[src/rtl/load_store_unit.sv]
// ---------------------------------------------------------------------------
// load_store_unit
//
// Accepts one load or store at a time from the core and turns it into a
// single word-aligned transaction on a simple req/ack memory bus. The unit
// handles sub-word addressing:
//   - stores: the data is replicated across byte lanes and a byte mask is produced.
//   - loads: the addressed lane is extracted from the returned word, then sign- or zero-extended.
// Misaligned or illegal-size requests never reach the bus. A bus that does not
// acknowledge within TIMEOUT_CYCLES cycles causes the transfer to be abandoned,
// and a bus error is reported.
//
// Parameters
//   TIMEOUT_CYCLES  max BUS cycles waited for bus_ack_in (1..65535)
//
// Ports
//   clk_in            single clock, rising edge
//   reset_n_in        asynchronous active-low reset
//   req_valid_in      core presents a request
//   mem_wr_req_in     1 = store, 0 = load
//   load_size_in      00 byte, 01 half, 10 word, 11 illegal
//   load_unsigned_in  1 = zero-extend loads, 0 = sign-extend
//   addr_in           byte address
//   store_data_in     right-justified store data
//   req_ready_out     unit can accept a request this cycle (IDLE only)
//   bus_req_out       bus request, high for the whole BUS phase
//   bus_we_out        bus write enable
//   bus_addr_out      word-aligned bus address
//   bus_wdata_out     lane-replicated write data
//   bus_wmask_out     byte write mask (0000 for loads)
//   bus_ack_in        bus acknowledge
//   bus_rdata_in      full read word, valid with ack
//   load_data_out     last completed load result (held)
//   load_valid_out    1-cycle pulse: load completed
//   store_done_out    1-cycle pulse: store completed
//   misaligned_out    1-cycle pulse: request rejected as misaligned/illegal
//   bus_err_out       1-cycle pulse: bus timed out
// ---------------------------------------------------------------------------
module load_store_unit #(
    parameter int unsigned TIMEOUT_CYCLES = 255
) (
    input  logic        clk_in,
    input  logic        reset_n_in,
    input  logic        req_valid_in,
    input  logic        mem_wr_req_in,
    input  logic [1:0]  load_size_in,
    input  logic        load_unsigned_in,
    input  logic [31:0] addr_in,
    input  logic [31:0] store_data_in,
    output logic        req_ready_out,
    output logic        bus_req_out,
    output logic        bus_we_out,
    output logic [31:0] bus_addr_out,
    output logic [31:0] bus_wdata_out,
    output logic [3:0]  bus_wmask_out,
    input  logic        bus_ack_in,
    input  logic [31:0] bus_rdata_in,
    output logic [31:0] load_data_out,
    output logic        load_valid_out,
    output logic        store_done_out,
    output logic        misaligned_out,
    output logic        bus_err_out
);

    localparam logic [1:0] ST_IDLE = 2'd0;
    localparam logic [1:0] ST_BUS  = 2'd1;
    localparam logic [1:0] ST_DONE = 2'd2;

    localparam logic [1:0] SIZE_BYTE = 2'b00;
    localparam logic [1:0] SIZE_HALF = 2'b01;
    localparam logic [1:0] SIZE_WORD = 2'b10;

    // Outcome of the current request; selects which pulse fires in DONE.
    localparam logic [1:0] RES_LOAD     = 2'd0;
    localparam logic [1:0] RES_STORE    = 2'd1;
    localparam logic [1:0] RES_MISALIGN = 2'd2;
    localparam logic [1:0] RES_BUSERR   = 2'd3;

    // The counter value seen in the last BUS cycle that may still be acked.
    localparam logic [15:0] WAIT_LAST = 16'(TIMEOUT_CYCLES - 1);

    logic [1:0]  state_reg;
    logic [1:0]  state_next;
    logic        we_reg;
    logic [1:0]  size_reg;
    logic        unsigned_reg;
    logic [31:0] addr_reg;
    logic [31:0] wdata_reg;
    logic [3:0]  wmask_reg;
    logic [15:0] wait_cnt_reg;
    logic [1:0]  result_reg;
    logic [31:0] load_data_reg;

    logic        accept;
    logic        req_misaligned;
    logic [31:0] wdata_next;
    logic [3:0]  wmask_next;
    logic        in_bus;
    logic        in_done;
    logic        wait_expired;

    // ------------------------------------------------------------------
    // Request decode
    // ------------------------------------------------------------------
    assign accept = req_valid_in && (state_reg == ST_IDLE);

    always_comb begin
        req_misaligned = 1'b0;
        case (load_size_in)
            SIZE_BYTE: req_misaligned = 1'b0;
            SIZE_HALF: req_misaligned = addr_in[0];
            SIZE_WORD: req_misaligned = (addr_in[1:0] != 2'b00);
            default:   req_misaligned = 1'b1;
        endcase
    end

    // Lane replication means the bus slave can take its bytes from the lanes
    // the mask enables without any shifting of its own.
    always_comb begin
        wdata_next = store_data_in;
        wmask_next = 4'b0000;
        case (load_size_in)
            SIZE_BYTE: begin
                wdata_next = {4{store_data_in[7:0]}};
                wmask_next = 4'b0001 << addr_in[1:0];
            end
            SIZE_HALF: begin
                wdata_next = {2{store_data_in[15:0]}};
                wmask_next = 4'b0011 << addr_in[1:0];
            end
            default: begin
                wdata_next = store_data_in;
                wmask_next = 4'b1111;
            end
        endcase
        if (!mem_wr_req_in) begin
            wmask_next = 4'b0000;
        end
    end

    // ------------------------------------------------------------------
    // Load lane extraction from the returned word
    // ------------------------------------------------------------------
    logic [7:0]  rdata_byte [4];
    logic [7:0]  byte_sel;
    logic [15:0] half_sel;
    logic [31:0] load_extended;

    generate
        for (genvar gi = 0; gi < 4; gi++) begin : g_lane
            assign rdata_byte[gi] = bus_rdata_in[8*gi +: 8];
        end
    endgenerate

    assign byte_sel = rdata_byte[addr_reg[1:0]];
    // Aligned halves only ever sit at lane 0 or lane 2.
    assign half_sel = addr_reg[1] ? {rdata_byte[3], rdata_byte[2]}
                                  : {rdata_byte[1], rdata_byte[0]};

    always_comb begin
        load_extended = bus_rdata_in;
        case (size_reg)
            SIZE_BYTE: load_extended = {{24{~unsigned_reg & byte_sel[7]}}, byte_sel};
            SIZE_HALF: load_extended = {{16{~unsigned_reg & half_sel[15]}}, half_sel};
            default:   load_extended = bus_rdata_in;
        endcase
    end

    // ------------------------------------------------------------------
    // FSM
    // ------------------------------------------------------------------
    assign wait_expired = (wait_cnt_reg == WAIT_LAST);

    always_comb begin
        state_next = state_reg;
        case (state_reg)
            ST_IDLE: begin
                if (accept) begin
                    state_next = req_misaligned ? ST_DONE : ST_BUS;
                end
            end
            // Ack wins over an expiring counter in the same cycle.
            ST_BUS: begin
                if (bus_ack_in || wait_expired) begin
                    state_next = ST_DONE;
                end
            end
            ST_DONE: state_next = ST_IDLE;
            default: state_next = ST_IDLE;
        endcase
    end

    always_ff @(posedge clk_in or negedge reset_n_in) begin
        if (!reset_n_in) begin
            state_reg     <= ST_IDLE;
            we_reg        <= 1'b0;
            size_reg      <= 2'b00;
            unsigned_reg  <= 1'b0;
            addr_reg      <= '0;
            wdata_reg     <= '0;
            wmask_reg     <= '0;
            wait_cnt_reg  <= '0;
            result_reg    <= RES_LOAD;
            load_data_reg <= '0;
        end else begin
            state_reg <= state_next;
            case (state_reg)
                ST_IDLE: begin
                    if (accept) begin
                        we_reg       <= mem_wr_req_in;
                        size_reg     <= load_size_in;
                        unsigned_reg <= load_unsigned_in;
                        addr_reg     <= addr_in;
                        wdata_reg    <= wdata_next;
                        wmask_reg    <= wmask_next;
                        wait_cnt_reg <= '0;
                        if (req_misaligned) begin
                            result_reg <= RES_MISALIGN;
                        end else if (mem_wr_req_in) begin
                            result_reg <= RES_STORE;
                        end else begin
                            result_reg <= RES_LOAD;
                        end
                    end
                end
                ST_BUS: begin
                    if (bus_ack_in) begin
                        if (!we_reg) begin
                            load_data_reg <= load_extended;
                        end
                    end else if (wait_expired) begin
                        result_reg <= RES_BUSERR;
                    end else begin
                        wait_cnt_reg <= wait_cnt_reg + 16'd1;
                    end
                end
                default: ;
            endcase
        end
    end

    // ------------------------------------------------------------------
    // Outputs: decoded from registered state so reset acts on them at once
    // ------------------------------------------------------------------
    assign in_bus  = (state_reg == ST_BUS);
    assign in_done = (state_reg == ST_DONE);

    assign req_ready_out  = (state_reg == ST_IDLE);
    assign bus_req_out    = in_bus;
    assign bus_we_out     = in_bus & we_reg;
    assign bus_addr_out   = in_bus ? {addr_reg[31:2], 2'b00} : 32'd0;
    assign bus_wdata_out  = in_bus ? wdata_reg : 32'd0;
    assign bus_wmask_out  = in_bus ? wmask_reg : 4'd0;

    assign load_data_out  = load_data_reg;
    // A single result code guarantees the completion pulses are exclusive.
    assign load_valid_out = in_done && (result_reg == RES_LOAD);
    assign store_done_out = in_done && (result_reg == RES_STORE);
    assign misaligned_out = in_done && (result_reg == RES_MISALIGN);
    assign bus_err_out    = in_done && (result_reg == RES_BUSERR);

endmodule

[config.mk]
export PLATFORM = sky130hd
export DESIGN_NAME = load_store_unit
export DESIGN_NICKNAME = d
export VERILOG_FILES = /design/src/rtl/load_store_unit.sv
export SDC_FILE = /design/constraint.sdc
export NUM_CORES = 1
export LEC_CHECK = 0
export CAP_MARGIN = 40
export CORE_MARGIN = 4
export CORE_UTILIZATION = 30
export CTS_CLUSTER_SIZE = 10
export DETAILED_ROUTE_END_ITERATION = 10
export GPL_TIMING_DRIVEN = 0
export RECOVER_POWER = 100
export SLEW_MARGIN = 0
export SYNTH_ARGS = -nofsm -noshare
export SYNTH_HDL_FRONTEND = slang
export SYNTH_SLANG_ARGS = --single-unit
[constraint.sdc]
create_clock -name clk_in -period 2.5 [get_ports clk_in]
set_clock_uncertainty 0.1 [all_clocks]
set_input_delay 0.375 -clock clk_in [delete_from_list [all_inputs] [get_ports clk_in]]
set_output_delay 0.375 -clock clk_in [all_outputs]
set_load 0.1 [all_outputs]
==> impl_metrics.ini, run 1 <==
[outcome]
status = completed

[worst_setup_path]
path_depth = 7
crit_start = state_reg[1]
r2r_end = result_reg[1]
path_cells = nand2b_4 -> inv_8 -> buf_4 -> clkbuf_8 -> and2_1 -> dlygate4sd2_1 -> buf_12
arrival_ns = 1.89
reg2reg_depth = 5
critPathBufInv = 5
critPathLaunchType = register
rrSetupSlack_ns = 0.18
r2r_start = wait_cnt_reg[12]
path_max_fanout = 8
cpMaxStageDelayCell = dfrtp_2
cpPeakStageDelay_ns = 0.40
path_class = reg2out
end_kind = output port
required_ns = 2.03
path_delay_family = buffers and inverters

[sta]
setup_viol = 0
setup_slack_ns = 0.132
finalCritPeriodShare = 0.947
fin_hold_ws_ns = 0.364
fin_crit_ns = 2.37
timing.fmax_ghz = 0.422
worstMarginPinSlew_ns = 1.35
slew_headroom = 0.0984
finalHoldViolCount = 0
final-max-slew-violation-count = 0

[cells_and_area]
areaGrowthSynthToFinish_pct = 69.9
fin_nets = 1124
fin_cells = 1308
drive_above_1_share = 0.191
fill_cells = 1919

[routing]
drc = 0
drt_iter0_drc = 442
wirelength_um = 23300
wl_per_cell_um = 17.8
via_count = 6394
via_per_inst = 4.89
drt-pass1-iter-count = 6
antenna_left = 0

[cts]
clock_latency_ns = 0.41
cts_root_buf = clkbuf_16
cts_max_level = 4
numCtsBuffers = 17
clockBufferDepth = 2
clk_pin_slew_worst_paths_ns = 0.06
cts.sinks = 124
cts_tree = yes

[synthesis]
ys_seq_area_frac = 0.480
synth_top_area_frac = 0.480
ys_types = 54
yosys_most_used_dff = dfrtp_1
yosys.area.top_type = dfrtp_1
ys_seq_elements = 124
syn_area_um2 = 6460
synth_edf_count = 0
syn_avg_cell_area_um2 = 8.79
yosysMostFrequentCell = nand2_1
async_reset_ff_frac = 1.00
synthTopCellsByArea = dfrtp_1, nand2_1, and2_1, mux2i_1, a21oi_1
synth_commonest_cells = nand2_1, dfrtp_1, and2_1, a21oi_1, clkbuf_1
postSynthCellCount = 735
yosys_warnings = 0

[die]
ios = 211
dieArea_um2 = 24000
die_w_um = 155
core_area_um2 = 21100
die_h_um = 155
rows = 53
start_util = 0.307

[global_routing]
grt_pass1_vias = 6674
grt_use_total = 0.196
gr-total-overflow = 0
grt_pass1_wl_um = 37300
antenna_found_initial = 2
grt_start_max_net_pins = 78

[hold_path]
min_to = addr_reg[22]
holdPathStages = 2
hold_start = addr_reg[22]
min_path_type = reg2reg

[placed_design]
dp_slack_ns = -0.721
place_inst = 1326
dpl.hpwl_um = 17700
place_congestion = 0.822
port_buffers = 208

[power_and_ir_drop]
ir_drop_mv = 0.578
p_per_area_nw_per_um2 = 1280
p_leak_uw = 0.00490

[run]
max-cap-violations = 0
==> per-layer routing <==
layer	vias up	routed length, µm	track usage	share of wire
met3	21	1360	0.0467	0.058
met5	-	0	0	0
met2	207	11400	0.316	0.49
met1	3095	10200	0.264	0.44
li1	3071	-	-	-
met4	0	282	0.0542	0.012
==> cells in the final DEF (no fill, tap or decap), types with 5 or more instances in the layout <==
master / count
nand2_1: 192
dlygate4sd3_1: 6
buf_12: 42
dfrtp_1: 122
nor2_1: 33
o21ai_0: 36
a2bb2oi_1: 8
buf_16: 35
buf_1: 6
clkbuf_1: 33
clkbuf_2: 31
mux2_2: 14
clkbuf_16: 18
nor4bb_1: 7
mux2i_1: 29
a21oi_1: 40
and2_1: 60
clkbuf_8: 5
and2_2: 8
a211oi_1: 8
clkdlybuf4s50_1: 129
nor3b_1: 9
o31ai_1: 6
buf_4: 7
dlygate4sd2_1: 15
o211ai_1: 5
nand3_1: 38
clkinvlp_4: 5
==> tightest hold or removal path: cells and delay by family (launching register included) <==
kind          cells  cell delay (ns)
flops             1             0.33
simple gates      2             0.10
==> timing repair <==
action,4_1_cts,5_1_grt
buffers inserted,4,0
gates cloned,1,0
setup endpoints to repair,71,19
resized for setup,92,3
hold buffers,1,0
hold endpoints to repair,47,0
==> power by group <==
part           total [µW]  internal (µW)  switching [µW]
clock                2390           1380            1010
combinational        8310           2820            5490
sequential           3380           2880             506
total               14100           7070            7010
==> worst max path at each step <==
stage / end / slack [ns]
floorplan: misaligned_out / -0.30
global placement: load_data_out[4] / -4.27
detailed placement: bus_wdata_out[16] / -0.72
CTS: bus_wdata_out[14] / -0.14
global route: load_data_out[24] / -0.03
finish: bus_addr_out[23] / 0.13
==> through the flow <==
| stage | power [µW] | setup TNS [ns] | area (µm²) | util |
|---|---|---|---|---|
| finish | 14100 | 0 | 11000 | 0.521 |
| global route | 14800 | -0.155 | 11000 | 0.521 |
| CTS | 14800 | -0.136 | 11400 | 0.539 |
| detailed placement | 12400 | -24.18 | 11000 | 0.520 |
| global placement | 10300 | -575.95 | 8930 | 0.423 |
| floorplan | 8530 | -0.816 | 6500 | - |
==> final cells by class <==
cell class	instances	area, µm²	share of cell area
Clock inverter	15	139	0.0126
Timing Repair Buffer	263	3480	0.317
Sequential cell	124	3110	0.283
Antenna cell	2	5.00	0.000456
Buffer	53	294	0.0268
Inverter	5	26.3	0.00239
Clock buffer	17	425	0.0387
Tap cell	275	344	0.0313
Multi-Input combinational cell	554	3160	0.288
==> kinds of logic after synthesis <==
group	Yosys count	synth area share
AO/OA/AOI/OAI	112	0.103
XOR/XNOR	3	0.00407
adder cells (fa/ha/maj)	2	0.00387
buffers and inverters	58	0.0368
flip-flops	124	0.480
multiplexers	43	0.0693
other	1	0.000580
AND/OR/NAND/NOR	392	0.303
No activity file was read; power rests on OpenSTA's default activity.
==> run 2, diff against run 1 <==
==> constraint.sdc (replaced) <==
create_clock -name clk_in -period 2 [get_ports clk_in]
set_clock_uncertainty 0.1 [all_clocks]
set_input_delay 0.4 -clock clk_in [delete_from_list [all_inputs] [get_ports clk_in]]
set_output_delay 0.4 -clock clk_in [all_outputs]
set_load 0.1 [all_outputs]
==> run 2 against run 1 <==
  * The run now ends with negative setup slack left
  * Clock power rose by 26%
  * Sequential cell count is the same
  * Via count rose by 0.47%
  * Critical path type unchanged
  * Largest cell class unchanged
  * Highest routed layer unchanged
==> impl_metrics.ini, run 2 (synthesized netlist as in run 1, its figures left out) <==
[outcome]
failed_checks = negative setup slack
status = finished with violations

[sta]
setup_viol = 94
timing.fmax_ghz = 0.451
fin_crit_ns = 2.22
finalCritPeriodShare = 1.11
worstMarginPinSlew_ns = 1.03
slew_headroom = 0.311
finalHoldViolCount = 0
rsz0062_at_grt = yes
final-max-slew-violation-count = 0
setup_slack_ns = -0.215

[power_and_ir_drop]
finalPower_uw = 17600
p_leak_uw = 0.00502
p_per_area_nw_per_um2 = 1580
ir_drop_mv = 0.748

[cts]
numCtsBuffers = 17
clock_latency_ns = 0.42
cts_max_level = 4
clockBufferDepth = 2
clk_pin_slew_worst_paths_ns = 0.06
cts_tree = yes
cts_root_buf = clkbuf_16
cts.sinks = 124

[global_routing]
antenna_found_initial = 0
gr-total-overflow = 0
grt_pass1_wl_um = 38700
grt_start_max_net_pins = 88
grt_use_total = 0.206
grt_pass1_vias = 6728

[placed_design]
port_buffers = 208
dpl.hpwl_um = 18300
dp_slack_ns = -0.960
place_congestion = 0.817

[die]
ios = 211
start_util = 0.307
dieArea_um2 = 24000
die_w_um = 155
die_h_um = 155
rows = 53
core_area_um2 = 21100

[worst_setup_path]
path_max_fanout = 9
required_ns = 1.50
critPathLaunchType = register
r2r_end = addr_reg[27]
r2r_start = state_reg[0]
path_class = reg2out
arrival_ns = 1.72
reg2reg_depth = 8
rrSetupSlack_ns = -0.07
end_kind = output port

[routing]
drt_iter0_drc = 315
drt-pass1-iter-count = 4
wirelength_um = 24800
antenna_left = 0
via_per_inst = 5.00
via_count = 6424
drc = 0
wl_per_cell_um = 19.3

[run]
max-cap-violations = 0

[cells_and_area]
fill_cells = 1867
fin_nets = 1102
layout_common_cells = nand2_1, dfrtp_1, clkdlybuf4s50_1
areaGrowthSynthToFinish_pct = 72.1
drive_above_1_share = 0.308
ff_latch_area_um2 = 3110
multiInputGateArea_um2 = 3420
final_common_cell = nand2_1
num_antenna_cells = 0

[hold_path]
min_path_type = reg2reg
hold_start = addr_reg[8]
min_to = addr_reg[8]
holdPathStages = 2
run 2: worst max path at each step:
stage	start	depth (start not counted)	endpoint	slack [ns]
6_report	state_reg[1]	6	bus_wdata_out[23]	-0.22
5_1_grt	state_reg[0]	6	bus_wdata_out[17]	-0.26
4_1_cts	state_reg[1]	6	bus_wdata_out[23]	-0.23
3_5_place_dp	state_reg[1]	7	bus_wdata_out[23]	-0.96
3_3_place_gp	reset_n_in	1	state_reg[1]	-5.40
2_1_floorplan	state_reg[0]	1	misaligned_out	-0.11
run 2: timing repair:
item,4_1_cts,5_1_grt
setup endpoints to repair,197,173
hold buffers,1,0
pin swaps,27,6
endpoints found under the hold margin,37,0
resized for setup,153,49
cloned,3,1
setup buffers,14,12
run 2: worst max-delay path, stage by stage (launching register included):
cell and delay, ns:
dfrtp_2 0.40, nand2b_4 0.17, clkinv_8 0.09, clkbuf_16 0.16, clkbuf_16 0.14, and2_4 0.17
buf_16 0.17
run 2: where the power goes:
group          switching, µW  leakage [µW]  internal (µW)
sequential               724       0.00154           3600
combinational           6920       0.00321           3300
clock                   1280      0.000272           1730
run 2: cell type report:
cell class                      count  area share
Buffer                             49      0.0293
Tap cell                          275      0.0309
Sequential cell                   124       0.279
Multi-Input combinational cell    554       0.307
Timing Repair Buffer              245       0.300
Clock inverter                     14      0.0124
Clock buffer                       18      0.0386
Inverter                            5     0.00281
run 2: stage by stage:
step / setup TNS [ns] / cell area, µm² / std cells / hold WS (ns) / utilization
2_1_floorplan: -0.417 / 6650 / 736 / 0.00441 / -
3_3_place_gp: -728.54 / 9070 / 1219 / 0.349 / 0.430
3_5_place_dp: -91.54 / 11200 / 1326 / 0.237 / 0.533
4_1_cts: -11.54 / 11500 / 1279 / 0.364 / 0.545
5_1_grt: -28.46 / 11100 / 1284 / 0.399 / 0.528
6_report: -9.91 / 11100 / 1284 / 0.369 / 0.528
run 2: per-layer routing:
| layer | up-vias | global-route usage | share of wire |
|---|---|---|---|
| li1 | 3019 | - | - |
| met1 | 3128 | 0.263 | 0.43 |
| met2 | 247 | 0.345 | 0.49 |
| met3 | 30 | 0.0582 | 0.068 |
| met4 | 0 | 0.0496 | 0.014 |
| met5 | - | 0 | 0 |
